===== src/rtl/downsample_stream_pkg.sv =====
// Shared types and defaults for the stream decimator: mode encodings and default widths.
package downsample_stream_pkg;

    typedef enum logic {
        DsModePick = 1'b0,
        DsModeAvg  = 1'b1
    } ds_mode_e;

    localparam int unsigned DsDefaultDw      = 14;
    localparam int unsigned DsDefaultLogmMax = 6;

endpackage


===== src/rtl/ds_accum.sv =====
// Window counter and accumulator: produces a one-cycle completion strobe together with the
// combinational window result (last sample or floor mean).
module ds_accum
    import downsample_stream_pkg::*;
#(
    parameter int unsigned DW       = DsDefaultDw,
    parameter int unsigned LOGM_MAX = DsDefaultLogmMax
) (
    input  logic                               clk_i,
    input  logic                               rst_n_i,
    input  logic                               restart_i,
    input  logic                               mode_i,
    input  logic [$clog2(LOGM_MAX+1)-1:0]      rate_log2_i,
    input  logic                               s_valid_i,
    input  logic [DW-1:0]                      s_data_i,
    output logic                               done_o,
    output logic [DW-1:0]                      result_o
);

    localparam int unsigned RW = $clog2(LOGM_MAX + 1);
    localparam int unsigned AW = DW + LOGM_MAX;
    localparam int unsigned CW = (LOGM_MAX > 0) ? LOGM_MAX : 1;

    logic [CW-1:0]        cnt_q, cnt_d;
    logic signed [AW-1:0] acc_q, acc_d;
    ds_mode_e             mode_q, mode_d;
    logic [RW-1:0]        log2_q, log2_d;

    logic                 first, accept, last;
    logic [RW-1:0]        rate_clamped, eff_log2;
    ds_mode_e             eff_mode;
    logic [CW:0]          last_idx;
    logic signed [AW-1:0] data_ext, acc_sum, avg;

    // The first sample of a window sees the live controls, later ones the latched copies.
    always_comb begin
        rate_clamped = (32'(rate_log2_i) > LOGM_MAX) ? RW'(LOGM_MAX) : rate_log2_i;
        first        = (cnt_q == '0);
        eff_mode     = first ? ds_mode_e'(mode_i) : mode_q;
        eff_log2     = first ? rate_clamped : log2_q;
        last_idx     = ((CW+1)'(1) << eff_log2) - (CW+1)'(1);
        accept       = s_valid_i & ~restart_i;
        data_ext     = AW'($signed(s_data_i));
        acc_sum      = first ? data_ext : acc_q + data_ext;
        avg          = acc_sum >>> eff_log2;
        last         = accept & ({1'b0, cnt_q} == last_idx);
        done_o       = last;
        result_o     = (eff_mode == DsModeAvg) ? avg[DW-1:0] : s_data_i;
    end

    always_comb begin
        cnt_d  = cnt_q;
        acc_d  = acc_q;
        mode_d = mode_q;
        log2_d = log2_q;
        if (restart_i) begin
            cnt_d = '0;
            acc_d = '0;
        end else if (accept) begin
            acc_d = acc_sum;
            cnt_d = last ? '0 : cnt_q + CW'(1);
            if (first) begin
                mode_d = eff_mode;
                log2_d = rate_clamped;
            end
        end
    end

    always_ff @(posedge clk_i or negedge rst_n_i) begin
        if (!rst_n_i) begin
            cnt_q  <= '0;
            acc_q  <= '0;
            mode_q <= DsModePick;
            log2_q <= '0;
        end else begin
            cnt_q  <= cnt_d;
            acc_q  <= acc_d;
            mode_q <= mode_d;
            log2_q <= log2_d;
        end
    end

endmodule


===== src/rtl/downsample_stream.sv =====
// Decimating stream stage: pick or boxcar-average over 2^rate_log2_i samples, with a
// one-deep output register, ready/valid handshake and sticky drop flag.
module downsample_stream
    import downsample_stream_pkg::*;
#(
    parameter int unsigned DW       = DsDefaultDw,
    parameter int unsigned LOGM_MAX = DsDefaultLogmMax
) (
    input  logic                               clk_i,
    input  logic                               rst_n_i,
    input  logic                               restart_i,
    input  logic                               mode_i,
    input  logic [$clog2(LOGM_MAX+1)-1:0]      rate_log2_i,
    input  logic                               s_valid_i,
    input  logic [DW-1:0]                      s_data_i,
    output logic                               m_valid_o,
    input  logic                               m_ready_i,
    output logic [DW-1:0]                      m_data_o,
    output logic                               ovf_o,
    input  logic                               ovf_clr_i
);

    logic          done;
    logic [DW-1:0] result;
    logic          drop;

    logic          m_valid_q, m_valid_d;
    logic [DW-1:0] m_data_q, m_data_d;
    logic          ovf_q, ovf_d;

    ds_accum #(
        .DW       (DW),
        .LOGM_MAX (LOGM_MAX)
    ) u_accum (
        .clk_i       (clk_i),
        .rst_n_i     (rst_n_i),
        .restart_i   (restart_i),
        .mode_i      (mode_i),
        .rate_log2_i (rate_log2_i),
        .s_valid_i   (s_valid_i),
        .s_data_i    (s_data_i),
        .done_o      (done),
        .result_o    (result)
    );

    // A result arriving while the held one is not being taken is lost.
    assign drop = done & m_valid_q & ~m_ready_i;

    always_comb begin
        m_valid_d = m_valid_q;
        m_data_d  = m_data_q;
        ovf_d     = ovf_q;
        if (done && !drop) begin
            m_valid_d = 1'b1;
            m_data_d  = result;
        end else if (m_valid_q && m_ready_i) begin
            m_valid_d = 1'b0;
        end
        if (ovf_clr_i) begin
            ovf_d = 1'b0;
        end
        if (drop) begin
            ovf_d = 1'b1;
        end
    end

    always_ff @(posedge clk_i or negedge rst_n_i) begin
        if (!rst_n_i) begin
            m_valid_q <= 1'b0;
            m_data_q  <= '0;
            ovf_q     <= 1'b0;
        end else begin
            m_valid_q <= m_valid_d;
            m_data_q  <= m_data_d;
            ovf_q     <= ovf_d;
        end
    end

    assign m_valid_o = m_valid_q;
    assign m_data_o  = m_data_q;
    assign ovf_o     = ovf_q;

endmodule


===== config.mk =====
export PLATFORM = sky130hd
export DESIGN_NAME = downsample_stream
export DESIGN_NICKNAME = d
export VERILOG_FILES = /design/src/rtl/downsample_stream_pkg.sv /design/src/rtl/ds_accum.sv /design/src/rtl/downsample_stream.sv
export SDC_FILE = /design/constraint.sdc
export NUM_CORES = 1
export LEC_CHECK = 0
export ABC_CLOCK_PERIOD_IN_PS = 7000
export CAP_MARGIN = 15
export CORE_ASPECT_RATIO = 2
export CORE_MARGIN = 4
export CORE_UTILIZATION = 60
export DETAILED_ROUTE_END_ITERATION = 6
export PLACE_DENSITY = 0.83
export SLEW_MARGIN = 20
export SYNTH_ARGS = -nofsm -noshare
export SYNTH_HDL_FRONTEND = slang
export SYNTH_SLANG_ARGS = --single-unit

===== constraint.sdc =====
create_clock -name clk_i -period 7 [get_ports clk_i]
set_clock_uncertainty 0.2 [all_clocks]
set_input_delay 1.4 -clock clk_i [delete_from_list [all_inputs] [get_ports clk_i]]
set_output_delay 1.4 -clock clk_i [all_outputs]
set_load 0.03 [all_outputs]

==> summary.md <==
| Metric | Value |
|---|---|
| CP required | 6.96 ns |
| First-pass DRT Iterations | 7 |
| Hold Violations, Final | 0 |
| Post-CTS resize count | 0 |
| WL per Instance | 23.6 um |
| Final Max Tran Viols | 0 |
| First-pass GRT wire length | 25600 um |
| Power Density | 264 nW/um2 |
| Synth Area in Compound Gates | 32.4% |
| Post-route antenna net violation count | 0 |
| Synth top area cells | dfrtp_1 (26%), nand2_1 (6.9%), ha_1 (6.2%) |
| Die width | 68.8 um |
| Sequential fraction of the synthesis area | ~26% |
| Num Clock Sinks | 46 |
| Final net count | approximately 650 |
| Largest net degree at the start of global routing | 47 |
| Initial Utilization | between 60% and 70% |
| Crit-path max cell delay | between 0.8 and 0.9 ns |
| Synth unique cells | 71 |
| DRT iter0 DRCs | 600 |
| Yosys warns | 0 |
| Synth top area share | ~26% |
| Post-DP HPWL | 12400 um |
| Hold crit path type | reg -> reg |
| Critical Path AT | 5.92 ns |
| Synth Flop Type | dfrtp_1 |
| Worst-case clock buffer depth | 2 |
| Worst VDD drop | 0.265 mV |
| Wirelength, routed | 16400 um |
| Least-Margin Pin Slew | around 1.1 ns |
| Critical path launch point type | primary input |
| Asr flop ratio synth | between 90% and 100% |
| Crit-path max FO | 13 |
| Status | complete, but fails checks |
| Number of max-cap violations | 0 |
| CP most frequent cell | nand2_1 |
| Residual DRC | 1 |
| Count of final setup violators | 0 |
| Fmax | 168 MHz |
| Main combinational cell family by area after synthesis | compound AO/OA/AOI/OAI gates |
| Die H | approximately 130 um |
| Mapped Avg Cell Area | 7.58 um2 |
| Total power draw | 1320 uW |
| Area of the core | 7210 um2 |
| Most frequent cells after synthesis | nand2_1 (82), nor2_1 (61), a21oi_1 (52) |
| Most frequent cell after synthesis | nand2_1 |
| Routability cong. | 1.01 |
| Tcrit/Tclk final | between 80% and 90% |
| Gr ovfl total | 0 |
| Rel. slew slack | 28.9% |
| Overall Global Routing Usage | between 30% and 40% |
| Hold_buf cts | 0 |
| Mapped Cells | about 590 |
| Share of post-route cells with drive strength above 1 | between 6 and 7% |
| Post-CTS Setup Bufs | 0 |
| Worst Setup End Kind | flop |
| RSZ-0062 raised after global routing | false |
| ANT cells | 0 |
| Critical path type | in -> reg |
| H-tree depth | 2 |
| Worst-Skew Late Latency | 0.29 ns |
| CTS Buf Count | 5 |
| Mux contribution to synthesized area | 3.94% |
| Static leakage | about 0.0021 uW |
| Simple-Gate Fraction of Synth Area | 22.9% |
| Via count of the routed design | 4926 |
| Worst-path clk slew | 0.07 ns |
| Port bufs | 39 |
| Die ar. | 8920 um2 |
| Final min period | 5.96 ns |
| Critical path's slowest cell | o21ai_1 |
| EDFF count, synth | 0 |
| Initial antenna violation count | 0 |
| TritonCTS clock tree | built |
| Vias in the first global route | 4971 |
| Synthesized Nets | about 630 |
| Violated checks | DRC |
| IO Pins | 40 |
| Yosys top cell by area | dfrtp_1 |
| Synth Register Bits | 46 |
| Adder-cell share of the synthesized area | under 10% |
| Vias per inst | ~7.1 |
| Setup_tns | 0 ns |
| P&R area growth vs syn | 12.5% |
| CP Cell Sequence | clkdlybuf4s50_1 > nand2_1 > nand2_1 > o21ai_1 > nand2_1 > ha_1 > xnor2_1 > nand3_1 > o41ai_2 > a32oi_1 > nor3_2 > nand2_1 > a2111oi_0 > a21oi_1 |
| Clk Tree Root Cell | clkbuf_16 |
| Synthesized area | 4440 um2 |
| Core Rows | 44 |
| XOR/XNOR share of the synthesized area | 3.75% |
-- sequential cells by signal, summed over array words and instances, names as in the netlist --
register        cells
m_data_o           14
m_valid_o           1
ovf_o               1
u_accum.acc_q      20
u_accum.cnt_q       6
u_accum.log2_q      3
u_accum.mode_q      1
-- stage by stage --
step                setup slack, ns  hold WS [ns]  instances  area (um2)  utilization [%]
floorplan                      2.62         0.254        586        4440                -
global placement               1.09         0.269        690        4850             67.3
detailed placement            0.844         0.275        690        4860             67.3
CTS                            1.12         0.291        697        4990             69.2
global route                  0.725         0.318        697        4990             69.3
finish                         1.04         0.293        697        4990             69.3
-- final timing paths --
kind | from | endpoint | slack (ns) | cells after the start
worst max-delay path | rate_log2_i[1] | m_data_o[9] | 1.04 | 14
min in group asynchronous | rst_n_i | u_accum.acc_q[17] | 0.91 | 1
max in group asynchronous | rst_n_i | u_accum.acc_q[2] | 5.25 | 1
worst min register to register | u_accum.acc_q[16] | u_accum.acc_q[16] | 0.29 | 2
worst max register to register | u_accum.cnt_q[0] | m_data_o[9] | 1.52 | 16
worst min-delay path | u_accum.acc_q[16] | u_accum.acc_q[16] | 0.29 | 2
-- report_power, final --
group	switching, uW	leakage, uW	internal [uW]
clock network	106	0.0000694	129
registers	47.1	0.000613	313
logic	462	0.00140	261
total	615	0.00208	703
-- layer usage --
layer  global-route usage [%]  part of all wire [%]  up-vias
li1                         -                     -     2227
met1                     40.7                    34     2317
met2                     65.6                    51      286
met3                     7.55                   6.5       96
met4                     31.7                   8.7        0
met5                        0                     0        -
-- critical path: cells and delay by family --
kind	cells	cell delay, ns
compound gates	5	1.64
xor+xnor	1	0.29
buf+inv	1	0.55
simple gates	6	1.72
fa+ha+maj	1	0.32
-- cell type report --
type                    instances  area (um2)
multi-input cells             493        3100
fillers                       617        2220
flip-flops and latches         46        1150
repair buffers                 48         455
clock buffers                   5         125
well taps                      92         115
inverters                      11        41.3
clock inverters                 2        10.0
-- logic make-up after synthesis --
kind of cell               count (synthesis)
muxes                                     17
AOI/OAI and AO/OA                        216
and+or+nand+nor                          218
adders and majority gates                 23
xor gates and xnor gates                  19
buffers and inverters                     47
DFF                                       46
-- cells in the final DEF (no fill, tap or decap), drive strengths merged, types with 5 or more instances in the layout --
cell / n
inv: 10
a211oi: 13
o211ai: 17
nand2: 83
a22oi: 6
o21ai: 54
a221oi: 7
mux2i: 13
a31oi: 9
a211o: 7
and2: 7
nor2: 62
ha: 22
nand3: 19
dfrtp: 46
a21o: 5
clkdlybuf4s50: 38
xor2: 5
nand4: 7
clkbuf: 5
xnor2: 14
and3: 8
nor3: 11
nor4: 5
a21oi: 52
buf: 10
Power figures use the tool's default switching activity.
